**src/rtl/pad_poller_pkg.sv**
```systemverilog
// Shared definitions for the serial game-pad poller.
//   state_e          : poll sequencer states
//   DEF_*            : default parameter values for pad_poller
//   clog2_min1()     : counter width helper that never returns 0
package pad_poller_pkg;

   // state    | meaning
   // IDLE     | waiting for a start/auto request or a pending one
   // LATCH    | pad_latch high for two tick periods
   // SETTLE   | latch released, bit 0 sampled at the end
   // CLK_LO   | pad_clk low for one tick period
   // CLK_HI   | pad_clk high, next bit sampled at the end
   // FINISH   | publish captured state, pulse done
   typedef enum logic [2:0] {
      IDLE   = 3'd0,
      LATCH  = 3'd1,
      SETTLE = 3'd2,
      CLK_LO = 3'd3,
      CLK_HI = 3'd4,
      FINISH = 3'd5
   } state_e;

   localparam int DEF_CHANNELS    = 2;
   localparam int DEF_BITS        = 8;
   localparam int DEF_CLK_DIV     = 6;
   localparam int DEF_AUTO_PERIOD = 16384;

   // Width needed to hold 0..n-1, with a floor of one bit so a
   // divide-by-one or single-value counter still has a real register.
   function automatic int clog2_min1(input int n);
      return (n <= 2) ? 1 : $clog2(n);
   endfunction

endpackage

```
**src/rtl/pad_tick_div.sv**
```systemverilog
// Phase timer for the pad poller.
// Emits tick_o on the last cycle of every CLK_DIV-cycle phase. The
// count restarts whenever the sequencer changes state so each state
// begins a fresh phase.
//   clk_i      : system clock
//   reset_i    : asynchronous active-high reset
//   restart_i  : high on the cycle the sequencer moves to a new state
//   tick_o     : high on the final cycle of the current phase
module pad_tick_div
   import pad_poller_pkg::*;
#(
   parameter int CLK_DIV = DEF_CLK_DIV
) (
   input  logic clk_i,
   input  logic reset_i,
   input  logic restart_i,
   output logic tick_o
);

   localparam int              CW      = clog2_min1(CLK_DIV);
   localparam logic [CW-1:0]   TC_LOAD = CW'(CLK_DIV - 1);

   logic [CW-1:0] cnt_q, cnt_d;

   // Down-counter: load CLK_DIV-1, tick at terminal count zero.
   always_comb begin
      cnt_d = cnt_q;
      if (restart_i || (cnt_q == '0)) begin
         cnt_d = TC_LOAD;
      end else begin
         cnt_d = cnt_q - 1'b1;
      end
   end

   assign tick_o = (cnt_q == '0);

   always_ff @(posedge clk_i or posedge reset_i) begin
      if (reset_i) begin
         cnt_q <= TC_LOAD;
      end else begin
         cnt_q <= cnt_d;
      end
   end

endmodule

```
**src/rtl/pad_poller.sv**
```systemverilog
// Polls CHANNELS NES/SNES style serial game pads in parallel.
// A poll latches the pads, shifts BITS bits out of each one and then
// publishes the inverted (1 = pressed) state of every pad at once.
//   clk        : system clock
//   reset      : asynchronous active-high reset
//   start      : single-cycle poll request
//   ack        : per-channel clear of changed
//   pad_data   : serial data from each pad (active low)
//   pad_latch  : latch strobe to all pads
//   pad_clk    : shift clock to all pads, idles high
//   busy       : poll sequence in progress
//   done       : one-cycle pulse when a poll completes
//   state_flat : button state, channel c at [c*BITS +: BITS]
//   changed    : sticky per-channel change flag
module pad_poller
   import pad_poller_pkg::*;
#(
   parameter int CHANNELS    = DEF_CHANNELS,
   parameter int BITS        = DEF_BITS,
   parameter int CLK_DIV     = DEF_CLK_DIV,
   parameter int AUTO_PERIOD = DEF_AUTO_PERIOD
) (
   input  logic                     clk,
   input  logic                     reset,
   input  logic                     start,
   input  logic [CHANNELS-1:0]      ack,
   input  logic [CHANNELS-1:0]      pad_data,
   output logic                     pad_latch,
   output logic                     pad_clk,
   output logic                     busy,
   output logic                     done,
   output logic [CHANNELS*BITS-1:0] state_flat,
   output logic [CHANNELS-1:0]      changed
);

   localparam int            BCW      = clog2_min1(BITS);
   localparam logic [BCW-1:0] BIT_LAST = BCW'(BITS - 1);

   state_e                   state_q, state_d;
   logic                     lat_half_q, lat_half_d;
   logic [BCW-1:0]           bit_q, bit_d;
   logic                     pending_q, pending_d;
   logic [CHANNELS*BITS-1:0] sreg_q, sreg_d;
   logic [CHANNELS*BITS-1:0] flat_q, flat_d;
   logic [CHANNELS-1:0]      changed_q, changed_d;
   logic                     pad_latch_q, pad_latch_d;
   logic                     pad_clk_q, pad_clk_d;

   logic tick;
   logic restart;
   logic capture;
   logic auto_req;
   logic req;

   pad_tick_div #(
      .CLK_DIV (CLK_DIV)
   ) u_tick (
      .clk_i     (clk),
      .reset_i   (reset),
      .restart_i (restart),
      .tick_o    (tick)
   );

   assign restart = (state_d != state_q);

   // Free-running request timer; a request fires on the wrap cycle.
   generate
      if (AUTO_PERIOD > 0) begin : g_auto
         localparam int            AW        = clog2_min1(AUTO_PERIOD);
         localparam logic [AW-1:0] AUTO_LAST = AW'(AUTO_PERIOD - 1);

         logic [AW-1:0] auto_q, auto_d;

         assign auto_req = (auto_q == AUTO_LAST);
         assign auto_d   = auto_req ? '0 : auto_q + 1'b1;

         always_ff @(posedge clk or posedge reset) begin
            if (reset) begin
               auto_q <= '0;
            end else begin
               auto_q <= auto_d;
            end
         end
      end else begin : g_no_auto
         assign auto_req = 1'b0;
      end
   endgenerate

   // A start and an auto request in the same cycle are one request.
   assign req = start | auto_req;

   // Sequencer next state and combinational outputs.
   always_comb begin
      state_d    = state_q;
      lat_half_d = lat_half_q;
      bit_d      = bit_q;
      capture    = 1'b0;
      busy       = 1'b0;
      done       = 1'b0;

      case (state_q)
         IDLE: begin
            lat_half_d = 1'b0;
            if (req || pending_q) begin
               state_d = LATCH;
            end
         end
         LATCH: begin
            busy = 1'b1;
            // Latch spans two tick periods; the first tick only arms.
            if (tick) begin
               if (lat_half_q) begin
                  state_d = SETTLE;
               end else begin
                  lat_half_d = 1'b1;
               end
            end
         end
         SETTLE: begin
            busy = 1'b1;
            if (tick) begin
               capture = 1'b1;
               bit_d   = BCW'(1);
               state_d = CLK_LO;
            end
         end
         CLK_LO: begin
            busy = 1'b1;
            if (tick) begin
               state_d = CLK_HI;
            end
         end
         CLK_HI: begin
            busy = 1'b1;
            if (tick) begin
               capture = 1'b1;
               if (bit_q == BIT_LAST) begin
                  state_d = FINISH;
               end else begin
                  bit_d   = bit_q + 1'b1;
                  state_d = CLK_LO;
               end
            end
         end
         FINISH: begin
            done    = 1'b1;
            state_d = IDLE;
         end
         default: begin
            state_d = IDLE;
         end
      endcase
   end

   // Pad pins are registered from the next state so they never glitch.
   assign pad_latch_d = (state_d == LATCH);
   assign pad_clk_d   = (state_d != CLK_LO);

   // One-deep request memory; cleared on the edge that leaves IDLE.
   always_comb begin
      pending_d = pending_q;
      if (state_q == IDLE) begin
         pending_d = 1'b0;
      end else if (req) begin
         pending_d = 1'b1;
      end
   end

   // Right-shifting capture: after BITS shifts the first bit out of the
   // pad sits at the LSB. Data is inverted so 1 = pressed.
   always_comb begin
      sreg_d = sreg_q;
      if (capture) begin
         for (int c = 0; c < CHANNELS; c++) begin
            sreg_d[c*BITS +: BITS] = {~pad_data[c], sreg_q[c*BITS+1 +: BITS-1]};
         end
      end
   end

   // Publish and change detect; a set in FINISH overrides a same-cycle ack.
   always_comb begin
      flat_d    = flat_q;
      changed_d = changed_q & ~ack;
      if (state_q == FINISH) begin
         flat_d = sreg_q;
         for (int c = 0; c < CHANNELS; c++) begin
            if (sreg_q[c*BITS +: BITS] != flat_q[c*BITS +: BITS]) begin
               changed_d[c] = 1'b1;
            end
         end
      end
   end

   always_ff @(posedge clk or posedge reset) begin
      if (reset) begin
         state_q     <= IDLE;
         lat_half_q  <= 1'b0;
         bit_q       <= '0;
         pending_q   <= 1'b0;
         sreg_q      <= '0;
         flat_q      <= '0;
         changed_q   <= '0;
         pad_latch_q <= 1'b0;
         pad_clk_q   <= 1'b1;
      end else begin
         state_q     <= state_d;
         lat_half_q  <= lat_half_d;
         bit_q       <= bit_d;
         pending_q   <= pending_d;
         sreg_q      <= sreg_d;
         flat_q      <= flat_d;
         changed_q   <= changed_d;
         pad_latch_q <= pad_latch_d;
         pad_clk_q   <= pad_clk_d;
      end
   end

   assign pad_latch  = pad_latch_q;
   assign pad_clk    = pad_clk_q;
   assign state_flat = flat_q;
   assign changed    = changed_q;

endmodule

```
**config.mk**
```make
export PLATFORM = sky130hd
export DESIGN_NAME = pad_poller
export DESIGN_NICKNAME = d
export VERILOG_FILES = /design/src/rtl/pad_poller_pkg.sv /design/src/rtl/pad_tick_div.sv /design/src/rtl/pad_poller.sv
export SDC_FILE = /design/constraint.sdc
export NUM_CORES = 1
export LEC_CHECK = 0
export ABC_AREA = 1
export CAP_MARGIN = 20
export CORE_MARGIN = 2
export CORE_UTILIZATION = 51
export DETAILED_ROUTE_END_ITERATION = 6
export GPL_TIMING_DRIVEN = 0
export PLACE_DENSITY = 0.76
export SYNTH_ARGS = -nofsm -noshare
export SYNTH_HDL_FRONTEND = slang
export SYNTH_HIERARCHICAL = 1
export SYNTH_SLANG_ARGS = --single-unit
```
**constraint.sdc**
```tcl
create_clock -name clk -period 1.85 [get_ports clk]
set_input_delay 0.37 -clock clk [delete_from_list [all_inputs] [get_ports clk]]
set_output_delay 0.37 -clock clk [all_outputs]
set_load 0.05 [all_outputs]
```
# ---- After elaboration in Yosys (flattened, before gate mapping)
# Index checks and enable logic that the tools add are counted.
dict set report word_totals {
  word_cells 71
  out_inout_bits 22
  in_bits 7
  reg_bits 61
}
dict set report classes {
  addsub 3
  n_reduce_logical 11
  eq_ne 16
  bitwise_logic 5
  muxes 25
}
# op n
set op_table {}
lappend op_table {{$mux W3} 11}
lappend op_table {{$ne A8 B8 Y1} 2}
lappend op_table {{$pmux W3 S5} 1}
lappend op_table {{$add A14 B1 Y14 const B} 1}
lappend op_table {{$eq A14 B14 Y1 const B} 1}
lappend op_table {{$mux W14} 1}
lappend op_table {{$eq A3 B3 Y1 const B} 3}
lappend op_table {{$mux W1} 9}
lappend op_table {{$ne A2 B2 Y1 const B} 4}
lappend op_table {{$eq A3 B1 Y1 const B} 2}
lappend op_table {{$eq A3 B2 Y1 const B} 2}
lappend op_table {{$logic_not A3 Y1} 2}
lappend op_table {{$pmux W3 S2} 1}
lappend op_table {{$reduce_bool A2 Y1} 3}
lappend op_table {{$reduce_and A4 Y1} 1}
lappend op_table {{$reduce_or A4 Y1} 1}
lappend op_table {{$add A3 B1 Y3 const B} 1}
lappend op_table {{$ne A3 B2 Y1 const B} 1}
lappend op_table {{$ne A3 B3 Y1} 1}
lappend op_table {{$sub A3 B1 Y3 const B} 1}
lappend op_table {{$and A2 B2 Y2} 1}
lappend op_table {{$logic_or A1 B1 Y1} 2}
lappend op_table {{$mux W2} 1}
lappend op_table {{$not A1 Y1} 2}
lappend op_table {{other kinds (5)} 5}

# ---- Longest topological paths before layout
dict set report logic_depth {
  word_depth 8
  depth_mapped 14
  mapped_depth_nobuf 14
}

# ---- By module
# Netlist, hierarchy kept.
# mod seq_area_each_um2 instances cells_per_inst area_per_inst_um2
set by_module_without_submodules {}
lappend by_module_without_submodules {pad_poller 1452.6 1 310 2653.8}
lappend by_module_without_submodules {pad_tick_div 77.6 1 16 148.9}

# ---- Worst setup path after synthesis
# Ideal clock, no wire load.
dict set report synth_path {
  path_kind {flip-flop to flip-flop}
  start {reg u_tick.cnt_q[0]}
  end {reg u_tick.cnt_q[1]}
  slack_ns -0.023
  t_required_ns 1.781
  path_buffers 0
  stages_incl_launch_ff 15
  setup_time_ns 0.069
  synth_period_minus_slack_ns 1.873
  t_arrival_ns 1.804
  path_cell_list {dfstp_2 inv_1 ha_1 ha_1 inv_1 nor2_1 nand4_1 nand3_1 nand2_1 nand2_1 inv_1 nand2_1 inv_1 nand2_1 nor2_2}
}
dict set report synth_via {
  elab_chain_len 6
  elab_cells_between_ends 10
  classes_between {add/sub (1); eq/ne (1); mux (6); reduce/logical (2)}
}
# item line
set synth_lines {}
lappend synth_lines {{start: declaration} pad_tick_div.sv:23} ;# logic [CW-1:0] cnt_q, cnt_d;
lappend synth_lines {{start signal: assignment} pad_tick_div.sv:41} ;# cnt_q <= cnt_d;
lappend synth_lines {{$logic_not A3 Y1 (*)} pad_tick_div.sv:35} ;# assign tick_o = (cnt_q == '0);
lappend synth_lines {{via tick} pad_poller.sv:49} ;# logic tick;
lappend synth_lines {{$mux W3 (on tied branches)} n/a}
lappend synth_lines {{$pmux W3 S5 (*)} pad_poller.sv:101} ;# case (state_q)
lappend synth_lines {{via state_d[1]} pad_poller.sv:39} ;# state_e state_q, state_d;
lappend synth_lines {{$ne A3 B3 Y1 (*)} pad_poller.sv:64} ;# assign restart = (state_d != state_q);
lappend synth_lines {{via restart} pad_poller.sv:50} ;# logic restart;
lappend synth_lines {{$logic_or A1 B1 Y1 (*)} pad_tick_div.sv:28} ;# if (restart_i || (cnt_q == '0)) begin
lappend synth_lines {{$mux W3 (*)} pad_tick_div.sv:28}
lappend synth_lines {{via u_tick.cnt_d[1]} pad_tick_div.sv:23}
# Mark *: on every way through the listed nets, which the timed path passes. The rest lies on a longest branch.
# A chain may end at the register's enable or synchronous reset.

# ---- Final worst setup path
dict set report layout_path {
  start {reg pad_latch_q, in the netlist pad_latch}
  end {out pad_latch}
}
# item line
set layout_lines {}
lappend layout_lines {{start: declaration} pad_poller.sv:46} ;# logic pad_latch_q, pad_latch_d;
lappend layout_lines {{start signal: assignment} pad_poller.sv:213} ;# pad_latch_q <= pad_latch_d;
lappend layout_lines {{end: declaration} pad_poller.sv:28} ;# output logic pad_latch,
# No word-level cell between the ends.

==> flow_summary.toml <==
[run_status]
status = "finished, final reports clean"

[synthesis]
yosysWarningCount = 6
synth_cell_type_count = 24
ys_seq_area_frac = 0.5460
syn_inst = 326
syn_area_per_cell_um2 = 8.597
synth_seq_cells = 61
synth_nets = 338
syn_area_mm2 = 0.002803

[grt]
antenna_found_initial = 0
first_global_vias = 2276
grt.total_usage = 0.2074
grt_overflow = 0
grt_pass1_wl_um = 9908
grt_max_degree = 42

[critical_path]
path_max_fanout = 1
reg2regPathDepth = 14
arrival_ns = 1.44
ff2ff_setup_slack_ns = 0.04
cp_num_buf_inv = 1
r2r-start = "u_tick/cnt_q[0]"
crit_path_top_delay_cell = "clkdlybuf4s50_1"
critPathTopFamily = "buffers and inverters"
rr_endpoint = "u_tick/cnt_q[1]"
crit_chain = "clkdlybuf4s50_1"
worst_setup_path_start_kind = "register"
crit_type = "reg2out"
critPathRequiredTime_ns = 1.48
worst_setup_path_end_kind = "output pin"
critPathMaxStageDelay_ns = 0.79

[timing]
setup_slack_ns = 0.03620
clock.fmax_ghz = 0.5513
timing.final.crit_share = 0.9804
holdWs_ns = 0.2584
grt_setup_unrepaired = "true"
relSlewSlack = 0.6643
period_needed_ns = 1.814
worst_pin_slew_ns = 0.5056
hold_viol = 0
finalMaxSlewViolations = 0
skew_ns = 0.006085
finalSetupViolCount = 0

[clock_network]
cts.sinks = 61
path_clk_slew_ns = 0.06
numCtsBuffers = 9
clock_latency_ns = 0.34
cts_tree = "done"
cts_buffer_depth = 2
root_buffer = "clkbuf_8"
postCtsHoldBufs = 0
ctsHtreeMaxLevel = 3

[floorplanning]
die_area_mm2 = 0.006104
fp.dieH_um = 78.13
start_util = 0.5385
die_x_um = 78.13
rows = 26
num_io_pins = 29
core-area_mm2 = 0.005205

[finish]
num-fill-cells = 420
nets = 391
final_layout_size_suffix_gt1_frac = 0.1667
final_cell_mix = "72 x nand2_1, 57 x dfrtp_1, 45 x inv_1"
syn_to_final_growth_pct = 25.98
final_cell_area_mm2 = 0.003531
final_common_cell = "nand2_1"
antenna_cells = 0

[power_and_ir_drop]
p_clk_frac = 0.432
p_switching_uw = 559.2
irDropWorstVdd_uv = 587.6
switching_share = 0.2260
cellPowerDensity_mw_per_mm2 = 700.8
p_int_uw = 1915
p_leak_uw = 0.001808
p_comb_frac = 0.023
seq_power_share = 0.545

[place]
portBuffers = 28
placed_area_mm2 = 0.003191
gp_congestion = 0.8675
hpwl_um = 3670
pre_cts_ws_ns = -0.6045

[detailed_routing]
firstDrtPassIters = 4
dr_total_vias = 2300
avgViaCountPerCell = 5.066
routedWlPerCell_um = 12.78
route.detailed.drc = 0
routed_wl_um = 5800
first_iter_violations = 137
ant_nets = 0

[run]
max_cap_violations = 0

[hold_path]
hold_path.class = "in2async"
==> worst max path at each step <==
| stage | startpoint | end | slack [ns] | cells past startpoint |
|---|---|---|---|---|
| floorplan | u_tick/cnt_q[0] | u_tick/cnt_q[1] | 0.04 | 14 |
| global placement | reset | state_flat[0] | -1.01 | 2 |
| detailed placement | state_q[2] | done | -0.60 | 5 |
| CTS | state_q[2] | done | -0.01 | 5 |
| global route | u_tick/cnt_q[1] | u_tick/cnt_q[2] | -0.07 | 12 |
| finish | pad_latch | pad_latch | 0.04 | 1 |
==> per-layer routing <==
layer | vias up | wire length (µm) | global-route usage
met5 | - | 0 | 0
met4 | 0 | 95 | 0.09649
met3 | 9 | 222 | 0.05172
met2 | 58 | 2899 | 0.3414
met1 | 1103 | 2583 | 0.2583
li1 | 1130 | - | -
==> cell families (layout without fill, tap and decap cells) <==
kind of cell / after synthesis / after routing / share of synthesized area
AOI/OAI and AO/OA: 52 / 52 / 0.1000
xor gates and xnor gates: 17 / 17 / 0.05313
adders and majority gates: 5 / 5 / 0.02232
buffers and inverters: 58 / 116 / 0.07902
DFF: 61 / 61 / 0.5460
and+or+nand+nor: 133 / 133 / 0.1996
==> worst register-to-register path: stages, from the launching register on <==
cell and delay, ns:
dfstp_2 0.54, inv_2 0.04, ha_4 0.15, ha_4 0.17, inv_4 0.07, nor2_4 0.04, nand4_1 0.15, nand3_2 0.14
nand2_2 0.09, nand2_1 0.05, inv_1 0.06, nand2_2 0.06, inv_1 0.06, nand2_1 0.06, nor2_2 0.07
==> what timing repair did <==
| action | CTS | global route |
|---|---|---|
| gates resized for setup | 39 | 21 |
| pin swaps | 1 | 11 |
| buffers inserted | 5 | 8 |
| endpoints found under the setup margin | 24 | 9 |
==> area by class of cell <==
type | count | area, µm² | share of cell area
sequential | 61 | 1531 | 0.4337
buffer | 6 | 43.79 | 0.01240
inverter | 52 | 200.2 | 0.05670
clock inverter | 4 | 22.52 | 0.006378
tap | 70 | 87.58 | 0.02481
clock buffer | 12 | 155.1 | 0.04394
multi-input combinational | 207 | 1110 | 0.3143
timing repair buffer | 42 | 380.4 | 0.1077
==> power by group through the flow <==
stage	sequential, µW	clock, µW	combinational (µW)
after detailed placement	1370	0	59.1
after global placement	1370	0	52.3
after global routing	1350	1150	66.4
final	1350	1070	57.1
after floorplan	1370	0	31.1
after CTS	1350	1080	59.3
==> sequential cells by signal, summed over array words and instances, names as in the netlist <==
name,count
pad_latch,1
pending_q,1
state_q,3
bit_q,3
pad_clk,1
g_auto.auto_q,14
u_tick/cnt_q,3
state_flat,16
sreg_q,16
changed,2
lat_half_q,1
==> per-stage QoR <==
| stage | total power, µW | std cells | TNS [ns] | util |
|---|---|---|---|---|
| final | 2475 | 454 | 0 | 0.6784 |
| after global routing | 2563 | 454 | -0.2603 | 0.6784 |
| after CTS | 2485 | 446 | -0.01151 | 0.6546 |
| after detailed placement | 1431 | 425 | -1.228 | 0.6130 |
| after global placement | 1424 | 424 | -59.32 | 0.6091 |
| after floorplan | 1402 | 326 | 0 | - |
==> cell usage after synthesis (all sizes together) <==
library cell / instances / share of area
nand2: 75 / 0.10
dfrtp: 58 / 0.52
inv: 52 / 0.070
o21ai: 39 / 0.070
nor2: 30 / 0.043
xor2: 14 / 0.044
nand3: 12 / 0.021
a21oi: 10 / 0.022
nand4: 6 / 0.013
nor3: 6 / 0.012
ha: 5 / 0.022
or2: 4 / 0.0089
buf: 3 / 0.0054
clkbuf: 3 / 0.0040
dfstp: 3 / 0.028
xnor2: 3 / 0.0094
a22o: 2 / 0.0063
o22ai: 1 / 0.0022
Power figures use the tool's default switching activity.
